File: src/rtl/uart_bridge_pkg.sv
// uart_bridge_pkg: shared command/response codes and state types for the UART bus bridge
package uart_bridge_pkg;
  localparam logic [7:0] CMD_WRITE = 8'h57;
  localparam logic [7:0] CMD_READ = 8'h52;
  localparam logic [7:0] RESP_ACK = 8'h06;
  localparam logic [7:0] RESP_NAK = 8'h15;
  typedef enum logic [2:0] {IDLE, ADDR, DATA, BUS, RESP, WAIT_TX} state_t;
  typedef enum logic {OP_READ, OP_WRITE} op_t;
endpackage

File: src/rtl/bridge_timeout_counter.sv
// bridge_timeout_counter: counts ticks since the last clear, flags the Limit-th tick
module bridge_timeout_counter #(
  parameter int Limit = 255
) (
  input  logic clk,
  input  logic reset,
  input  logic clear,
  input  logic tick,
  output logic expire
);
  localparam int W = $clog2(Limit + 1);
  logic [W-1:0] count;
  assign expire = tick && !clear && count == W'(Limit - 1);
  always_ff @(posedge clk or posedge reset)
    if (reset) count <= '0;
    else if (clear) count <= '0;
    else if (tick && !expire) count <= count + 1'b1;
endmodule

File: src/rtl/uart_bus_initiator.sv
// uart_bus_initiator: UART command frames in, one 32-bit bus read/write per frame, response bytes out
module uart_bus_initiator
  import uart_bridge_pkg::*;
#(
  parameter int FrameTimeout = 1000000,
  parameter int BusTimeout = 255
) (
  input  logic        clk,
  input  logic        reset,
  input  logic [7:0]  rxData,
  input  logic        rxDone,
  input  logic        rxErr,
  output logic [7:0]  txData,
  output logic        txValid,
  input  logic        txDone,
  output logic [31:0] addr,
  output logic [31:0] wdata,
  output logic [3:0]  strobe,
  output logic        ren,
  output logic        wen,
  input  logic [31:0] rdata,
  input  logic        request_stall,
  input  logic        error,
  output logic        busy
);
  state_t state, nextState;
  op_t op;
  logic [1:0] byteCnt, respCnt;
  logic [31:0] respBuf;
  logic frameExpire, busExpire, rxByte, cmdOk, inFrame, busDone, busAbort, readOk;
  assign rxByte = rxDone && !rxErr;
  assign cmdOk = rxData == CMD_WRITE || rxData == CMD_READ;
  assign inFrame = state == ADDR || state == DATA;
  assign busDone = state == BUS && !request_stall;
  assign busAbort = state == BUS && busExpire;
  assign readOk = busDone && !error && op == OP_READ;
  bridge_timeout_counter #(.Limit(FrameTimeout)) frameTimer (
    .clk(clk), .reset(reset), .clear(rxDone || !inFrame), .tick(1'b1), .expire(frameExpire)
  );
  bridge_timeout_counter #(.Limit(BusTimeout)) busTimer (
    .clk(clk), .reset(reset), .clear(state != BUS), .tick(request_stall), .expire(busExpire)
  );
  always_ff @(posedge clk or posedge reset)
    if (reset) state <= IDLE;
    else state <= nextState;
  always_comb begin
    nextState = state;
    unique case (state)
      IDLE:    nextState = rxErr ? IDLE : rxDone ? (cmdOk ? ADDR : RESP) : IDLE;
      ADDR:    nextState = (rxErr || frameExpire) ? IDLE :
                           (rxDone && byteCnt == 2'd3) ? (op == OP_WRITE ? DATA : BUS) : ADDR;
      DATA:    nextState = (rxErr || frameExpire) ? IDLE : (rxDone && byteCnt == 2'd3) ? BUS : DATA;
      BUS:     nextState = (busDone || busAbort) ? RESP : BUS;
      RESP:    nextState = WAIT_TX;
      WAIT_TX: nextState = txDone ? (respCnt != 2'd0 ? RESP : IDLE) : WAIT_TX;
      default: nextState = IDLE;
    endcase
  end
  always_comb begin
    busy = state != IDLE;
    txValid = state == RESP;
    txData = respBuf[31:24];
    strobe = wen ? 4'hF : 4'h0;
  end
  // Request is raised on the edge that accepts the last frame byte and held for the whole BUS stay
  always_ff @(posedge clk or posedge reset)
    if (reset) begin
      op <= OP_READ;
      byteCnt <= '0;
      respCnt <= '0;
      respBuf <= '0;
      addr <= '0;
      wdata <= '0;
      ren <= 1'b0;
      wen <= 1'b0;
    end else begin
      if (state == IDLE && rxByte) begin
        op <= rxData == CMD_WRITE ? OP_WRITE : OP_READ;
        byteCnt <= '0;
        if (!cmdOk) begin
          respBuf <= {RESP_NAK, 24'h0};
          respCnt <= '0;
        end
      end
      if (state == ADDR && rxByte) begin
        addr <= {addr[23:0], rxData};
        byteCnt <= byteCnt + 2'd1;
        if (byteCnt == 2'd3 && op == OP_READ) ren <= 1'b1;
      end
      if (state == DATA && rxByte) begin
        wdata <= {wdata[23:0], rxData};
        byteCnt <= byteCnt + 2'd1;
        if (byteCnt == 2'd3) wen <= 1'b1;
      end
      if (busDone || busAbort) begin
        ren <= 1'b0;
        wen <= 1'b0;
        respBuf <= readOk ? rdata : {(busDone && !error) ? RESP_ACK : RESP_NAK, 24'h0};
        respCnt <= readOk ? 2'd3 : 2'd0;
      end
      if (state == WAIT_TX && txDone) begin
        respBuf <= {respBuf[23:0], 8'h0};
        respCnt <= respCnt - 2'(respCnt != 2'd0);
      end
    end
endmodule
File: config.mk
export PLATFORM = sky130hd
export DESIGN_NAME = uart_bus_initiator
export DESIGN_NICKNAME = d
export VERILOG_FILES = /design/src/rtl/uart_bridge_pkg.sv /design/src/rtl/bridge_timeout_counter.sv /design/src/rtl/uart_bus_initiator.sv
export SDC_FILE = /design/constraint.sdc
export NUM_CORES = 1
export LEC_CHECK = 0
export CAP_MARGIN = 15
export CORE_MARGIN = 10
export CORE_UTILIZATION = 45
export DETAILED_ROUTE_END_ITERATION = 7
export HOLD_SLACK_MARGIN = 0.08
export PLACE_DENSITY = 0.75
export SLEW_MARGIN = 20
export SYNTH_ARGS = -nofsm -noshare
export SYNTH_HDL_FRONTEND = slang
export SYNTH_SLANG_ARGS = --single-unit
export TNS_END_PERCENT = 50
File: constraint.sdc
create_clock -name clk -period 4.5 [get_ports clk]
set_input_delay 0.675 -clock clk [delete_from_list [all_inputs] [get_ports clk]]
set_output_delay 0.675 -clock clk [all_outputs]
set_load 0.01 [all_outputs]
Yosys cells after proc, flatten, opt, wreduce, memory -nomap -nowiden --
Index checks and enable logic that the tools add are counted. Widths: inputs -> output; s select.
Storage, ports and cells: register bits 134, word-level logic and storage cells 107, bits of input ports 47
Operators by class: reduce and logical (&&, ||, !) cells 40, bitwise logic cells 1, mux-type cells 38, $add $sub $neg 4, equal/unequal tests 13
Operators with widths (count):
- $mux 32 | 5
- $mux 20 | 2
- $mux 2 | 11
- $add 20x1->20 const B | 1
- $eq 20x20->1 const B | 1
- $mux 3 | 6
- $pmux 3 s6 | 1
- $eq 8x7->1 const B | 2
- $mux 8 | 2
- $logic_and 1x1->1 | 15
- $reduce_bool 2->1 | 6
- $mux 1 | 9
- $reduce_bool 3->1 | 3
- $add 8x1->8 const B | 1
- $eq 8x8->1 const B | 1
- $logic_not 1->1 | 7
- $eq 3x2->1 const B | 2
- $eq 3x3->1 const B | 2
- $reduce_and 2->1 | 3
- $logic_or 1x1->1 | 5
- $mux 5 | 1
- $mux 4 | 1
- $eq 3x1->1 const B | 1
- $logic_not 3->1 | 1
- other kinds (7) | 7

Depth between registers and ports, before layout --
Gate-level depths: netlist of the first run.
word-level depth 9, gate-level depth with buffers 7

Hierarchy --
Synthesis of the first run repeated with hierarchy kept, for this count alone.
Unflattened totals: cells, all modules 571, area, all modules 6213.5 µm²
Modules (own cells, without submodules):
- uart_bus_initiator | instances 1, cells each 391, area each 4466.8 µm², seq. area each 2652.5 µm²
- bridge_timeout_counter (frameTimer) | instances 1, cells each 129, area each 1229.9 µm², seq. area each 500.5 µm²
- bridge_timeout_counter (busTimer) | instances 1, cells each 51, area each 516.7 µm², seq. area each 200.2 µm²

Worst setup path before layout of the first run --
Ideal clock, no wire load.
path kind input to register, start input rxErr, end register respBuf[0], cell stages on the path 5, arrival 1.927 ns, data required time 4.378 ns, path slack 2.451 ns, path through or3b_4 or3_4 a2bb2oi_2 buf_6 a32o_1
Between the ends: longest elaborated chain between the ends 5
RTL lines:
- start: declaration | line uart_bus_initiator.sv:12 | input logic rxErr,
- $logic_not 1->1 | line uart_bus_initiator.sv:31 | assign rxByte = rxDone && !rxErr;
- $logic_and 1x1->1 | line uart_bus_initiator.sv:31
- $logic_and 1x1->1 | line uart_bus_initiator.sv:77 | if (state == IDLE && rxByte) begin
- $reduce_bool 3->1 (no line)
- $reduce_and 2->1 (no line)
- end signal: assignment | line uart_bus_initiator.sv:81 | respBuf <= {RESP_NAK, 24'h0};
- end signal: assignment | line uart_bus_initiator.sv:98 | respBuf <= readOk ? rdata : {(busDone && !error) ? RESP_ACK : RESP_NAK, 24'h0};
- end signal: assignment | line uart_bus_initiator.sv:102 | respBuf <= {respBuf[23:0], 8'h0};
- end: declaration | line uart_bus_initiator.sv:29 | logic [31:0] respBuf;
No other way between the ends. A chain may end at the register's enable or synchronous reset.

Worst setup path after layout of the first run --
start register state[1], end output txValid
Between the ends: longest elaborated chain between the ends 1
RTL lines:
- start: declaration | line uart_bus_initiator.sv:26 | state_t state, nextState;
- start signal: assignment | line uart_bus_initiator.sv:45 | else state <= nextState;
- $eq 3x3->1 | line uart_bus_initiator.sv:61 | txValid = state == RESP;
- end: declaration | line uart_bus_initiator.sv:14 | output logic txValid,
No other way between the ends.

==> impl_results.md, run 1 <==
* Status: finished, final reports clean
* CTS tree: built
* Die Span Y at roughly 130 um
* Post-synth EDFFs at 0
* Final hold viol count at 0
* Final Max Slew Viols at 0
* Pre-antenna DRT Iters at 7
* Required @ worst endpoint at about 3.8 ns
* Min-Delay Endpoint: wdata[30]$_DFFE_PP0P_
* Hold_buf cts at 0
* TritonCTS Buffers at 17
* Peak VDD IR at 0.4689 mV
* Clock slew at reported path FFs at 0.06 ns
* Vias post-DR at around 4.5k
* Reg2reg start: state[0]$_DFF_PP0_
* Worst R2R Path Depth at 3
* Fin nets at 672
* WL met2 at about 7000 um
* Initial antenna violation count at 0
* Fraction of the yosys area taken by sequential cells at 0.5636
* Yosys cell types at 48
* Max incr delay on CP at 0.58 ns
* Post-CTS Setup Repair Bufs at 0
* Total gr overflow at 0
* RSZ-0062 raised after global routing: false
* Total wire length at between 10000 and 15000 um
* WP data arrival at a little under 2 ns
* Clk pwr share at 0.384
* Gate power share at 0.229
* Root buffer cell: clkbuf_16
* M1 WL at just over 6000 um
* Switch Pwr at about 1.1 mW
* First-pass GRT wire length at 24240 um
* Buffer and inverter count on the worst path at 1
* Worst R2R End: respBuf[27]$_DFFE_PP0P_
* Period minus WS final at 2.636 ns
* Met3 routed WL at about 1700 um
* Via/cell ratio at 5.596
* Critical Path Slowest Stage Cell: clkdlybuf4s50_1
* Resized cells post-CTS at 0
* Synthesized cell area at between 5000 and 6000 sq um
* Cells after Synth at 511
* Area Overhead vs Synth at 33.69%
* Final RePlAce weighted congestion at approximately 0.82
* Final hold slack at around 0.5 ns
* Syn_nets at 562
* # fillers at 995
* Family with the most delay on the worst path: buffers and inverters
* HP Class: reg -> reg
* Most frequent cells in the layout: dfrtp_1 (134), clkdlybuf4s50_1 (126), mux2_2 (64), nand2_1 (41), o21ai_0 (38)
* WS Path Type: reg -> out
* Clk_lat worst skew at roughly 0.42 ns
* Crit Path Max Fanout at 14
* # IOs at 127
* Die width at ~130 um
* Worst path cell trace: nand2b_1 -> nor2_1 -> clkdlybuf4s50_1
* DR top layer: met4
* Total track usage at 0.1673
* TritonCTS Sinks at around 130
* Syn avg cell area at ~12 sq um
* Port-buffer cells at 126
* Slew @ Worst Pin at about 0.86 ns
* Max cap viols at 0
* CP Launch Type: register
* Final Cycle Share at 0.5859
* Diodes inserted at 0
* Multi-input logic area at around 2400 sq um
* Min-delay src: wdata[30]$_DFFE_PP0P_
* Ys Warns at 0
* Vias in the first global route at 4712
* Post-route ant nets at 0
* Worst hold stages at 1
* Die area at around 18000 sq um
* Core area at approximately 13000 sq um
* Detailed Place HPWL at between 10000 and 15000 um
* Flop pwr share at 0.387
* Layout cells sized above 1 at 0.1690
* Asr flop ratio synth at 1.000
* Int Pwr at 3.023 mW
* Initial cell density of the core at 0.4658
* Clock skew at a little over 0.007 ns
* Crit. End Element: output port
* R2R Setup Slk at approximately 2.2 ns
* Switching part of the total power at 0.2677
* Largest net degree at the start of global routing at 71
* Drt wl/cell at around 19 um
* H-tree depth at 4
* TNS Setup at 0 ns
* Storage cell area at roughly 3400 sq um
* DRC errors left at 0
* Row cnt at between 40 and 50
* P_leak at 3.425 nW
* Commonest non-fill, non-tap cell in the layout: dfrtp_1
* Max Freq at about 380 MHz
* Pwr dens at around 520 nW/um^2
* Max Root-Sink Buffers at 2
* Slew Limit Headroom at 0.4253
* Post-synthesis register bit count at about 130
* Iteration-0 DRC Markers at approximately 360
* Ys flop type: dfrtp_1
* Final setup viols at 0
[worst max path at each step]
stage / slack (ns) / startpoint / depth (start not counted) / to
6_report: 1.86 / state[1]$_DFF_PP0_ / 3 / txValid
4_1_cts: 1.86 / state[1]$_DFF_PP0_ / 3 / txValid
3_5_place_dp: 1.51 / rxDone / 5 / respBuf[9]$_DFFE_PP0P_
3_3_place_gp: 1.59 / rxDone / 5 / respBuf[29]$_DFFE_PP0P_
5_1_grt: 1.75 / rxDone / 5 / respBuf[17]$_DFFE_PP0P_
2_1_floorplan: 0.24 / reset / 1 / addr[0]$_DFFE_PP0P_
[final cells by class]
type                       instances  share of cell area
clock inverter                     7             0.02045
timing repair buffer             132              0.1658
tap                              172             0.02706
sequential                       134              0.4216
clock buffer                      24             0.06560
multi-input combinational        331              0.2968
inverter                           5            0.002674
[per-stage QoR]
step / std cells / power, mW / cell area [sq um] / setup WS [ns] / utilization
5_1_grt: 805 / 4.317 / 7954 / 1.752 / 0.6227
3_3_place_gp: 774 / 2.524 / 7269 / 1.587 / 0.5691
2_1_floorplan: 511 / 2.054 / 5949 / 0.2422 / -
4_1_cts: 805 / 4.163 / 7954 / 1.862 / 0.6227
6_report: 805 / 4.128 / 7954 / 1.864 / 0.6227
3_5_place_dp: 774 / 2.559 / 7269 / 1.506 / 0.5691
[flip-flops by register name, indices dropped and copies added, names as in the netlist]
register	count
op	1
busTimer.count	8
addr	32
respBuf	32
respCnt	2
wdata	32
ren	1
frameTimer.count	20
state	3
byteCnt	2
wen	1
[kinds of logic after synthesis]
kind of cell | Yosys count | synth area share
compound gates | 108 | 0.1203
xor+xnor | 15 | 0.02208
fa+ha+maj | 4 | 0.008413
buf+inv | 46 | 0.04059
flops | 134 | 0.5636
mux | 64 | 0.1211
simple gates | 140 | 0.1239
[cell usage after synthesis, drive strengths merged (2+ instances only)]
cell type,count,area [sq um]
a2bb2oi,3,32.53
and3,7,43.79
a22oi,20,150.1
or3,9,61.31
xor2,9,78.83
dfrtp,134,3353
a32o,8,80.08
mux2,64,720.7
nor4bb,2,20.02
o21ai,38,190.2
nor3,7,35.03
and4,5,43.79
buf,20,141.4
nand3,8,40.04
o211ai,8,60.06
ha,4,50.05
o22ai,3,25.02
clkbuf,21,81.33
nand2b,4,25.02
xnor2,6,52.55
a31oi,2,12.51
nand2,41,153.9
nor4b,4,35.03
nor2,27,101.4
inv,5,18.77
or4,4,30.03
nor4,2,12.51
a21oi,15,75.07
nand4,11,68.82
and2,5,31.28
a211oi,5,37.54
[layer usage]
| metal | global-route usage | vias to the layer above |
|---|---|---|
| met1 | 0.1916 | 2244 |
| met2 | 0.2609 | 163 |
| met3 | 0.09718 | 17 |
| met5 | 0 | - |
| met4 | 0.04665 | 0 |
| li1 | - | 2081 |
[power by group through the flow]
stage               sequential (mW)  combinational (mW)  clock (mW)
CTS                            1.60               0.959        1.61
floorplan                      1.61               0.441           0
detailed placement             1.61               0.950           0
global route                   1.63                1.03        1.66
global placement               1.59               0.930           0
finish                         1.60               0.944        1.59
Note: power is estimated with default switching activity, not from simulation.
==> run 2, diff against run 1 <==
==> constraint.sdc (replaced) <==
create_clock -name clk -period 2.15 [get_ports clk]
set_input_delay 0.3225 -clock clk [delete_from_list [all_inputs] [get_ports clk]]
set_output_delay 0.3225 -clock clk [all_outputs]
set_load 0.01 [all_outputs]
==> run 2 against run 1 <==
  * Die area unchanged
  * Clock power up 88%
  * Sequential cell count unchanged
  * Clock skew up 0.0027 ns
  * Sequential share of layout area down 0.67 points
  * Largest cell class unchanged
  * Utilization up 1.0 points
  * Critical path type unchanged
  * Global-route usage down 0.35 points
==> impl_results.md, run 2 (synthesized netlist as in run 1, its figures left out) <==
* Status: finished, final reports clean (unchanged)
* Diodes inserted at 0 (unchanged)
* Max cap viols at 0 (unchanged)
* CTS tree: built (unchanged)
* DRC errors left at 0 (unchanged)
* Final hold slack at 0.3610 ns (was 0.5026 ns)
* H-tree depth at 4 (unchanged)
* Post-CTS Setup Repair Bufs at 0 (unchanged)
* Hold_buf cts at 0 (unchanged)
* Initial cell density of the core at 0.4658 (unchanged)
* TritonCTS Buffers at 17 (unchanged)
* Port-buffer cells at 126 (unchanged)
* Top Registers: addr x32, respBuf x32, wdata x32 (unchanged)
* Clk_lat worst skew at 0.42 ns (about the same)
* Flop pwr share at 0.393 (was 0.387)
* Switch Pwr at 2.296 mW (was 1.105 mW)
* Commonest non-fill, non-tap cell in the layout: dfrtp_1 (unchanged)
* DP Cell Count at 792 (was 774)
* Total wire length at 14880 um (was 14960 um)
* Resized cells post-CTS at 3 (was 0)
* Post-route cell area at 8085 sq um (was 7954 sq um)
* Drt wl/cell at 18.06 um (was 18.58 um)
* Final cell count without fillers at 824 (was 805)
* Final RePlAce weighted congestion at 0.8454 (was 0.8209)
* Worst R2R End: respBuf[5]$_DFFE_PP0P_ (was respBuf[27]$_DFFE_PP0P_)
* Int Pwr at 6.089 mW (was 3.023 mW)
* Clk pwr share at 0.357 (was 0.384)
* Required @ worst endpoint at 1.83 ns (was 3.83 ns)
* Crit path to: busy (was txValid)
* Area Overhead vs Synth at 35.90% (was 33.69%)
* Via/cell ratio at 5.540 (was 5.596)
* Post-place instance area at 7481 sq um (was 7269 sq um)
* Clock skew at 0.009950 ns (was 0.007272 ns)
* Switching part of the total power at 0.2738 (was 0.2677)
* # IOs at 127 (unchanged)
* Layout Utilization at 0.6330 (was 0.6227)
* Fin nets at 690 (was 672)
* Max incr delay on CP at 0.40 ns (was 0.58 ns)
* Max Freq at between 500 and 600 MHz
* Critical Path Slowest Stage Cell: or3_1 (was clkdlybuf4s50_1)
* First-pass GRT wire length at 23860 um (was 24240 um)
* Slew @ Worst Pin at 0.5545 ns (was 0.8555 ns)
* Final setup viols at 0 (unchanged)
* Max Root-Sink Buffers at 2 (unchanged)
* Die Span Y at 135.0 um (unchanged)
* Final hold viol count at 0 (unchanged)
* WP data arrival at 1.66 ns (was 1.96 ns)
* Iteration-0 DRC Markers at 340 (was 359)
* Pwr dens at 1037 nW/um^2 (was 519.0 nW/um^2)
* Crit. End Element: output port (unchanged)
* CP Launch Type: register (unchanged)
* HP Class: in -> async (was reg -> reg)
* R2R Setup Slk at 0.18 ns (was 2.18 ns)
* Reg2reg start: busTimer.count[0]$_DFFE_PP0P_ (was state[0]$_DFF_PP0_)
* Pre-antenna DRT Iters at 4 (was 7)
* P_leak at 3.508 nW (was 3.425 nW)
* Layout cells sized above 1 at 0.1902 (was 0.1690)
* Clock slew at reported path FFs at 0.06 ns (about the same)
* Root buffer cell: clkbuf_16 (unchanged)
* Row cnt at 41 (unchanged)
* Vias post-DR at 4565 (was 4505)
* TritonCTS Sinks at 134 (unchanged)
* RSZ-0062 raised after global routing: false (unchanged)
* Worst R2R Path Depth at 7 (was 3)
* Gate power share at 0.250 (was 0.229)
* Crit path from: state[2]$_DFF_PP0_ (was state[1]$_DFF_PP0_)
* Peak VDD IR at 0.8543 mV (was 0.4689 mV)
* Slew Limit Headroom at 0.6265 (was 0.4253)
* Period minus WS final at ~2.0 ns
* Vias in the first global route at 4761 (was 4712)
* Total gr overflow at 0 (unchanged)
* Core area at 12770 sq um (unchanged)
* TNS Setup at 0 ns (unchanged)
* Die area at 18220 sq um (unchanged)
* WS Path Type: reg -> out (unchanged)
* Die width at 135.0 um (unchanged)
* # fillers at 956 (was 995)
* Most frequent cells in the layout: dfrtp_1 (133), clkdlybuf4s50_1 (124), mux2_2 (64), nand2_1 (41), o21ai_0 (38) (was dfrtp_1 (134), clkdlybuf4s50_1 (126), mux2_2 (64), nand2_1 (41), o21ai_0 (38))
* Post-route ant nets at 0 (unchanged)
* Crit Path Max Fanout at 9 (was 14)
* Total track usage at 0.1639 (was 0.1673)
* Initial antenna violation count at 0 (unchanged)
* Worst path cell trace: buf_4 -> or3_1 -> dlygate4sd2_1 (was nand2b_1 -> nor2_1 -> clkdlybuf4s50_1)
* Largest net degree at the start of global routing at 79 (was 71)
* Detailed Place HPWL at 10510 um (was 10240 um)
* Final Cycle Share at 0.9223
* Final Max Slew Viols at 0 (unchanged)
run 2: through the flow:
| step | power [mW] | worst slack [ns] |
|---|---|---|
| after CTS | 8.453 | 0.1419 |
| after floorplan | 4.299 | 0.1623 |
| after detailed placement | 5.450 | -0.1411 |
| final | 8.384 | 0.1671 |
| after global placement | 5.385 | -0.1215 |
| after global routing | 8.793 | 0.03740 |
run 2: cell type report:
cell class | count | area (sq um) | area share
repair buffers | 150 | 1526 | 0.1888
flip-flops and latches | 134 | 3354 | 0.4149
multi-input cells | 331 | 2361 | 0.2920
well taps | 172 | 215.2 | 0.02662
inverters | 5 | 22.52 | 0.002786
clock inverters | 11 | 155.1 | 0.01919
clock buffers | 21 | 450.4 | 0.05571
run 2: worst min path at each step:
stage | from | to | cells past startpoint
2_1_floorplan | rdata[0] | respBuf[0]$_DFFE_PP0P_ | 1
3_3_place_gp | frameTimer.count[4]$_DFFE_PP0P_ | frameTimer.count[4]$_DFFE_PP0P_ | 1
3_5_place_dp | addr[30]$_DFFE_PP0P_ | addr[30]$_DFFE_PP0P_ | 1
4_1_cts | reset | wdata[23]$_DFFE_PP0P_ | 3
5_1_grt | reset | wdata[23]$_DFFE_PP0P_ | 3
6_report | reset | wdata[23]$_DFFE_PP0P_ | 3
run 2: power by group through the flow:
stage	Sequential [mW]	Clock (mW)	Combinational [mW]
after detailed placement	3.34	0	2.11
after global routing	3.36	3.14	2.29
after floorplan	3.38	0	0.923
after CTS	3.30	3.03	2.12
final	3.30	2.99	2.10
after global placement	3.30	0	2.09
run 2: worst max-delay path: cells and delay by family (launching register included):
family	cells	cell delay, ns
AND/OR/NAND/NOR	1	0.40
flip-flops	1	0.38
buffers and inverters	2	0.47
run 2: metal layers:
| metal | part of all wire | global-route usage | routed length (um) | vias to the layer above |
|---|---|---|---|---|
| met1 | 0.41 | 0.1860 | 6108 | 2263 |
| met3 | 0.10 | 0.08717 | 1510 | 23 |
| li1 | - | - | - | 2113 |
| met4 | 0.020 | 0.06699 | 302 | 0 |
| met5 | 0 | 0 | 0 | - |
| met2 | 0.47 | 0.2535 | 6956 | 166 |
==> run 3, diff against run 2 <==
--- a/config.mk
+++ b/config.mk
@@ -5,7 +5,6 @@
 export SDC_FILE = /design/constraint.sdc
 export NUM_CORES = 1
 export LEC_CHECK = 0
-export CAP_MARGIN = 15
 export CORE_MARGIN = 10
 export CORE_UTILIZATION = 45
 export DETAILED_ROUTE_END_ITERATION = 7
==> results of run 3 <==
No change in the layout: final DEF, timing and power equal those of run 2.
